`src/rtl/rtc_sched_pkg.sv`:
```
// Shared types and constants for the RTC command scheduler.
// Command indices follow the pend bit order {inic,stop,hora,fecha,timer,leer}.
package rtc_sched_pkg;

    typedef enum logic [1:0] {
        S_IDLE  = 2'd0,
        S_ISSUE = 2'd1,
        S_GUARD = 2'd2,
        S_WAIT  = 2'd3
    } state_e;

    localparam int NCMD = 6;

    localparam int CMD_INIC  = 5;
    localparam int CMD_STOP  = 4;
    localparam int CMD_HORA  = 3;
    localparam int CMD_FECHA = 2;
    localparam int CMD_TIMER = 1;
    localparam int CMD_LEER  = 0;

    typedef logic [NCMD-1:0] cmd_vec_t;

    localparam cmd_vec_t PEND_RST = 6'b100000;

    localparam int DEF_READ_PERIOD = 10_000_000;
    localparam int DEF_TIMEOUT_CYC = 65_535;
    localparam int DEF_CNT_W       = 24;

endpackage

```
`src/rtl/rtc_read_tick.sv`:
```
// Free-running period counter; tick is high for the single cycle
// in which the count sits at PERIOD-1, then the count wraps to 0.
module rtc_read_tick
    import rtc_sched_pkg::*;
#(
    parameter int PERIOD = DEF_READ_PERIOD,
    parameter int CNT_W  = DEF_CNT_W
) (
    input  logic clk,
    input  logic reset,
    output logic tick
);

    logic [CNT_W-1:0] cnt_q;
    logic [CNT_W-1:0] cnt_d;

    assign tick = (cnt_q == CNT_W'(PERIOD - 1));

    always_comb begin
        cnt_d = cnt_q + CNT_W'(1);
        if (tick) begin
            cnt_d = '0;
        end
    end

    always_ff @(posedge clk or negedge reset) begin
        if (!reset) begin
            cnt_q <= '0;
        end else begin
            cnt_q <= cnt_d;
        end
    end

endmodule

```
`src/rtl/rtc_cmd_scheduler.sv`:
```
// Serialises user requests and periodic reads into the RTC engine,
// one strobe per transaction, with a guarded wait on the ready handshake.
module rtc_cmd_scheduler
    import rtc_sched_pkg::*;
#(
    parameter int READ_PERIOD = DEF_READ_PERIOD,
    parameter int TIMEOUT_CYC = DEF_TIMEOUT_CYC,
    parameter int CNT_W       = DEF_CNT_W
) (
    input  logic       clk,
    input  logic       reset,
    input  logic       req_hora,
    input  logic       req_fecha,
    input  logic       req_timer,
    input  logic       req_stop,
    input  logic       ready,
    output logic       leer,
    output logic       esc_hora,
    output logic       esc_fecha,
    output logic       esc_timer,
    output logic       stop_ring,
    output logic       inic,
    output logic       busy,
    output logic [5:0] pend,
    output logic       timeout_err
);

    localparam int TW = $clog2(TIMEOUT_CYC + 1);

    state_e          state_q, state_d;
    cmd_vec_t        pend_q, pend_d;
    cmd_vec_t        cmd_q, cmd_d;
    cmd_vec_t        set_v, clr_v, pick, strb;
    logic [TW-1:0]   tcnt_q, tcnt_d;
    logic            terr_q, terr_d;
    logic            tick;

    rtc_read_tick #(
        .PERIOD (READ_PERIOD),
        .CNT_W  (CNT_W)
    ) u_tick (
        .clk   (clk),
        .reset (reset),
        .tick  (tick)
    );

    assign set_v = {1'b0, req_stop, req_hora, req_fecha, req_timer, tick};

    always_comb begin
        pick = '0;
        priority case (1'b1)
            pend_q[CMD_INIC]:  pick[CMD_INIC]  = 1'b1;
            pend_q[CMD_STOP]:  pick[CMD_STOP]  = 1'b1;
            pend_q[CMD_HORA]:  pick[CMD_HORA]  = 1'b1;
            pend_q[CMD_FECHA]: pick[CMD_FECHA] = 1'b1;
            pend_q[CMD_TIMER]: pick[CMD_TIMER] = 1'b1;
            pend_q[CMD_LEER]:  pick[CMD_LEER]  = 1'b1;
            default:           pick            = '0;
        endcase
    end

    always_comb begin
        state_d = state_q;
        cmd_d   = cmd_q;
        tcnt_d  = tcnt_q;
        terr_d  = terr_q;
        clr_v   = '0;
        unique case (state_q)
            S_IDLE: begin
                if (|pend_q) begin
                    cmd_d   = pick;
                    clr_v   = pick;
                    state_d = S_ISSUE;
                end
            end
            S_ISSUE: state_d = S_GUARD;
            // ready still reflects the previous transaction here
            S_GUARD: begin
                tcnt_d  = '0;
                state_d = S_WAIT;
            end
            S_WAIT: begin
                if (ready) begin
                    terr_d  = 1'b0;
                    state_d = S_IDLE;
                end else if (tcnt_q == TW'(TIMEOUT_CYC - 1)) begin
                    terr_d  = 1'b1;
                    state_d = S_IDLE;
                end else begin
                    tcnt_d = tcnt_q + TW'(1);
                end
            end
            default: state_d = S_IDLE;
        endcase
        // a set in the same cycle as the clear keeps the flag
        pend_d = (pend_q & ~clr_v) | set_v;
    end

    always_ff @(posedge clk or negedge reset) begin
        if (!reset) begin
            state_q <= S_IDLE;
            pend_q  <= PEND_RST;
            cmd_q   <= '0;
            tcnt_q  <= '0;
            terr_q  <= 1'b0;
        end else begin
            state_q <= state_d;
            pend_q  <= pend_d;
            cmd_q   <= cmd_d;
            tcnt_q  <= tcnt_d;
            terr_q  <= terr_d;
        end
    end

    assign strb = (state_q == S_ISSUE) ? cmd_q : '0;

    assign inic        = strb[CMD_INIC];
    assign stop_ring   = strb[CMD_STOP];
    assign esc_hora    = strb[CMD_HORA];
    assign esc_fecha   = strb[CMD_FECHA];
    assign esc_timer   = strb[CMD_TIMER];
    assign leer        = strb[CMD_LEER];
    assign busy        = (state_q != S_IDLE);
    assign pend        = pend_q;
    assign timeout_err = terr_q;

endmodule

```
`config.mk`:
```
export PLATFORM = sky130hd
export DESIGN_NAME = rtc_cmd_scheduler
export DESIGN_NICKNAME = d
export VERILOG_FILES = /design/src/rtl/rtc_sched_pkg.sv /design/src/rtl/rtc_read_tick.sv /design/src/rtl/rtc_cmd_scheduler.sv
export SDC_FILE = /design/constraint.sdc
export NUM_CORES = 1
export LEC_CHECK = 0
export BUFFER_PORTS_ARGS = -buffer_cell sky130_fd_sc_hd__buf_4
export CORE_MARGIN = 2
export CORE_UTILIZATION = 55
export CTS_BUF_LIST = sky130_fd_sc_hd__clkbuf_4 sky130_fd_sc_hd__clkbuf_8
export DETAILED_ROUTE_END_ITERATION = 8
export GPL_TIMING_DRIVEN = 0
export PLACE_DENSITY = 0.75
export SYNTH_ARGS = -nofsm -noshare
export SYNTH_HDL_FRONTEND = slang
export SYNTH_SLANG_ARGS = --single-unit
```
`constraint.sdc`:
```
create_clock -name clk -period 2.7 [get_ports clk]
set_clock_uncertainty 0.05 [all_clocks]
set_input_delay 0.135 -clock clk [delete_from_list [all_inputs] [get_ports clk]]
set_output_delay 0.135 -clock clk [all_outputs]
set_load 0.02 [all_outputs]
```
* Word-level counts from Yosys, hierarchy flattened
Index checks and enable logic that the tools add are counted.
Cells by class: bitwise logic cells 3, reductions and logical operators 9, equality and inequality tests 9, mux-type cells 34, add/sub/neg operators 2
Operator list (count):
- 16-bit two-way mux | 2
- 16-bit one-hot mux with 2 select lines | 1
- 24-bit by 1-bit adder with 24-bit output, second input constant | 1
- 24-bit equality test, second input constant | 1
- 24-bit two-way mux | 1
- 1-bit two-way mux | 23
- 6-bit two-way mux | 3
- 16-bit by 1-bit adder with 16-bit output, second input constant | 1
- 16-bit equality test, second input constant | 1
- 2-bit one-hot mux with 4 select lines | 1
- 6-bit AND | 1
- 2-bit two-way mux | 3
- 2-bit != test, second input constant | 3
- 6-bit NOT | 1
- 6-bit by 5-bit OR with 6-bit output | 1
- 2-bit AND reduction | 3
- 2-bit nonzero test | 3
- 6-bit OR reduction | 1
- 2-bit equality test, second input constant | 2
- 3-bit != test, second input constant | 1
- 3-bit AND reduction | 1
- 2-bit by 1-bit equality test with 1-bit output, second input constant | 1
- 2-bit zero test | 1
Storage, ports and cells: input port bits 7, word-level logic and storage cells 63, output and inout bits 14, bits in registers 55

* Longest topological paths before layout
word-level depth 11, gate-level depth with buffers 6, gate-level depth less buffers 6

* Cells and area by module
A second synthesis with hierarchy kept.
Second synthesis, totals: cells, all modules 261, area total of the unflattened synthesis 2812.7 um^2
By module, submodules not included:
- rtc_cmd_scheduler | times used 1, cells each 157, sequential area each 777.0 um^2, area each 1665.3 um^2
- rtc_read_tick | times used 1, cells each 104, sequential area each 600.6 um^2, area each 1147.4 um^2

* Worst setup path before layout
Ideal clock, no wire load.
path kind register to register, from reg tcnt_q[0], to reg state_q[1], arrival time 1.705 ns, cell stages (with the launch flop) 7, path slack 0.817 ns, clock period less this slack 1.883 ns, setup time 0.128 ns, cell sequence dfrtp_1 inv_1 ha_1 and4_1 a41oi_1 a41oi_1 mux2_1
On the way: word-level cells in the longest chain between the ends 3
RTL lines:
- start, declared | line rtc_cmd_scheduler.sv:34 | logic [TW-1:0] tcnt_q, tcnt_d;
- start signal, assigned | line rtc_cmd_scheduler.sv:110 | tcnt_q <= tcnt_d;
- 16-bit equality test | line rtc_cmd_scheduler.sv:86 | end else if (tcnt_q == TW'(TIMEOUT_CYC - 1)) begin
- 3-bit != test (no line)
- 2-bit AND reduction (no line)
- end signal, assigned | line rtc_cmd_scheduler.sv:107 | state_q <= state_d;
- end, declared | line rtc_cmd_scheduler.sv:30 | state_e state_q, state_d;
Every way passes these cells. A chain may end at the register's enable or synchronous reset.

* Final worst setup path
Ends and elaborated chain as after synthesis.

==> metrics.log <==
INFO  metric ant_nets = 0
INFO  metric drv.max_cap_violation_count = 0
INFO  metric fmaxAchievable = 447 MHz
INFO  metric drive_gt1_frac = 0.127
INFO  metric antenna_violations_before_repair = 0
INFO  metric async_set_or_reset_flop_fraction_in_the_synthesized_netlist = 1.00
INFO  metric worst_path_largest_cell_delay = 600 ps
INFO  metric timing.final.max_slew_violations = 0
INFO  metric synthTopCellsByArea = dfrtp_1 (46%), xnor2_1 (3.9%), nand3_1 (3.4%), nand2_1 (3.1%), ha_1 (3.0%)
INFO  metric setup_viol_count_final = 0
INFO  metric r2r.worst_path.cells = 6
INFO  metric tritoncts.num_buffers = 5
INFO  metric detailroute.via_count = 2313
INFO  metric core.rowCount = 26
INFO  metric power_frac_clock = 0.281
INFO  metric syn-instance-count = 289
INFO  metric synthDominantCellAreaShare = 0.464
INFO  metric start_util = 0.571
INFO  metric p_leak = 0.00149 µW
INFO  metric post_detailed_route_wirelength_per_cell = 14.5 µm
INFO  metric max-vdd-ir-drop = 0.361 mV
INFO  metric drt_first_pass_iters = 5
INFO  metric min-delay-start = ready
INFO  metric die_area = 5900 µm²
INFO  metric rsz0062_at_grt = false
INFO  metric crit_path_frequent_cell = a41oi_1
INFO  metric syn_to_layout_area_delta = 13.8%
INFO  metric worst_hold_path_type = input pin to flip-flop
INFO  metric dpl.hpwl = 3900 µm
INFO  metric hold_depth = 2
INFO  metric cts.sink_count = 55
INFO  metric use_met2 = 0.325
INFO  metric synth_sequential_area_ratio = 0.473
INFO  metric die_width = 76.8 µm
INFO  metric combinationalPowerShare = 0.250
INFO  metric ctsLongestPathBuffers = 2
INFO  metric worst_setup_path_start_kind = flip-flop
INFO  metric layout.nets = 335
INFO  metric finalCritPeriodShare = 0.829
INFO  metric critical_path.cell_chain = inv_1, ha_1, and4_1, a41oi_1, a41oi_1, mux2_1
INFO  metric setup_ws = 462 ps
INFO  metric critical_path_peak_fanout = 6
INFO  metric grt.overflow.total = 0
INFO  metric outcome = finished, final reports clean
INFO  metric ys_warn_count = 0
INFO  metric netlist_area = 2920 µm²
INFO  metric tritoncts = done
INFO  metric largest_area_contributor_in_the_netlist = dfrtp_1
INFO  metric io-pin-count = 21
INFO  metric globalRouteMet1Util = 0.287
INFO  metric yosys_most_used_dff = dfrtp_1
INFO  metric die_h = 76.8 µm
INFO  metric seqPwrFrac = 0.469
INFO  metric cellPowerDensity = 605 nW/µm²
INFO  metric syn-num-nets = 303
INFO  metric pre_cts_slack = 489 ps
INFO  metric hold_path_end = timeout_err$_DFFE_PN0P_
INFO  metric postSynthRegisterBits = 55
INFO  metric number_of_global_route_vias_before_repair = 2176
INFO  metric power.switching_fraction = 0.317
INFO  metric cts_root_buf = clkbuf_8
INFO  metric finalHoldViolations = 0
INFO  metric path_clk_slew = 100 ps
INFO  metric critical_path_arrival = 2390 ps
INFO  metric period_minus_slack = 2240 ps
INFO  metric grt_first_pass_wirelength = 10000 µm
INFO  metric synth-edff-count = 0
INFO  metric cell_internal_pwr = 1370 µW
INFO  metric drt-total-wl = 5680 µm
INFO  metric met3_track_demand_over_resource_in_global_routing = 0.0400
INFO  metric gp_congestion = 0.823
INFO  metric detail_route.drc_violations = 0
INFO  metric numPortBuffers = 20
INFO  metric setup.reg_to_reg.worst_slack = 460 ps
INFO  metric worstReg2RegStart = tcnt_q[0]$_DFFE_PN0P_
INFO  metric gr-usage-all-layers = 0.206
INFO  metric ys_types = 58
INFO  metric cts-htree-levels = 2
INFO  metric net-switching-power = 637 µW
INFO  metric critical_path_class = flip-flop to flip-flop
INFO  metric core_region_area = 5110 µm²
INFO  metric grt_max_degree = 56
INFO  metric critical_path_sink_type = flip-flop
INFO  metric insertedDiodeCount = 0
INFO  metric avgViaCountPerCell = 5.90
INFO  metric worst_slew_margin = 0.555
INFO  metric globalRoute.busiestLayer = met2
INFO  metric cts_post_setup_buffers_inserted = 0
INFO  metric fin_setup_tns = 0 ps
INFO  metric synthesis.area_per_instance = 10.1 µm²
INFO  metric worst_skew_pair.late_latency = 320 ps
INFO  metric timing_worst_slew_pin_value = 659 ps
INFO  metric drt_iter0_markers = 211
INFO  metric regToRegEndpoint = state_q[1]$_DFFE_PN0P_
INFO  metric worst-endpoint-required = 2860 ps
INFO  metric cpMaxStageDelayCell = a41oi_1
cells by family after synthesis:
kind of cell    share of synthesized area
xor+xnor                           0.0571
compound gates                      0.123
flops                               0.473
buf+inv                            0.0300
simple gates                        0.256
fa+ha+maj                          0.0300
mux                                0.0313
placed cells by master (no fill, tap or decap), types with 6 or more instances in the layout:
master and count:
and2_1 7, and3_1 7, buf_4 22, dfrtp_1 54, ha_1 7, inv_1 15, mux2i_1 8, nand2_1 24
nand2b_1 6, nand3_1 20, nand4_1 12, nor2_1 19, nor3_1 6, xnor2_1 13, xor2_1 6
critical path, delay by kind of cell, from the launching register on:
family                     cells  cell delay (ps)
buffers and inverters          1              100
AOI/OAI and AO/OA              2              750
DFF                            1              420
and+or+nand+nor                1              240
muxes                          1              350
adders and majority gates      1              220
power groups by stage:
stage / Combinational, µW / Clock [µW] / Sequential (µW)
2_1_floorplan: 335 / 0 / 954
3_3_place_gp: 486 / 0 / 955
3_5_place_dp: 496 / 0 / 958
4_1_cts: 504 / 582 / 942
5_1_grt: 574 / 612 / 953
6_report: 502 / 563 / 942
routing by layer:
metal | vias up | share of wire
met5 | - | 0
met4 | 0 | 0.016
met3 | 10 | 0.035
met2 | 48 | 0.47
met1 | 1126 | 0.47
li1 | 1129 | -
cell usage after synthesis, drive strengths merged (5+ instances only):
cell    instances
dfrtp          54
nand2          24
nand3          20
nor2           20
inv            15
nand4          13
xnor2          13
mux2i           8
and2            7
and3            7
ha              7
nand2b          6
nor3            6
nor4            6
xor2            6
a22o            5
o21ai           5
state kept, by name, indices dropped and copies added, names as in the netlist:
name / flops
u_tick.cnt_q: 24
tcnt_q: 16
cmd_q: 6
pend: 6
state_q: 2
timeout_err: 1
per-stage QoR:
step / hold slack (ps) / power, µW / cells / util / cell area [µm²]
detailed placement: 171 / 1450 / 379 / 0.617 / 3150
global route: 9.16 / 2140 / 392 / 0.650 / 3320
CTS: 4.01 / 2030 / 392 / 0.650 / 3320
finish: 17.0 / 2010 / 392 / 0.650 / 3320
floorplan: -211 / 1290 / 289 / - / 2920
global placement: 171 / 1440 / 379 / 0.617 / 3150
worst max-delay path by stage:
stage,from,end,slack [ps],cells after the start
after global routing,tcnt_q[0]$_DFFE_PN0P_,state_q[1]$_DFFE_PN0P_,360,6
after detailed placement,tcnt_q[0]$_DFFE_PN0P_,state_q[1]$_DFFE_PN0P_,490,6
final,tcnt_q[0]$_DFFE_PN0P_,state_q[1]$_DFFE_PN0P_,460,6
after global placement,tcnt_q[0]$_DFFE_PN0P_,state_q[1]$_DFFE_PN0P_,500,6
after CTS,tcnt_q[0]$_DFFE_PN0P_,state_q[1]$_DFFE_PN0P_,480,6
after floorplan,tcnt_q[0]$_DFFE_PN0P_,state_q[1]$_DFFE_PN0P_,820,6
area by class of cell:
class | instances | area, µm²
multi-input combinational | 213 | 1450
fill | 419 | 1790
tap | 70 | 87.6
buffer | 6 | 31.3
timing repair buffer | 25 | 200
clock inverter | 2 | 38.8
clock buffer | 6 | 76.3
inverter | 15 | 56.3
sequential | 55 | 1380
timing repair:
action	in CTS	in global routing
hold buffers	5	0
hold endpoints to repair	58	0
gates resized for setup	0	0
No activity file was read; power rests on OpenSTA's default activity.
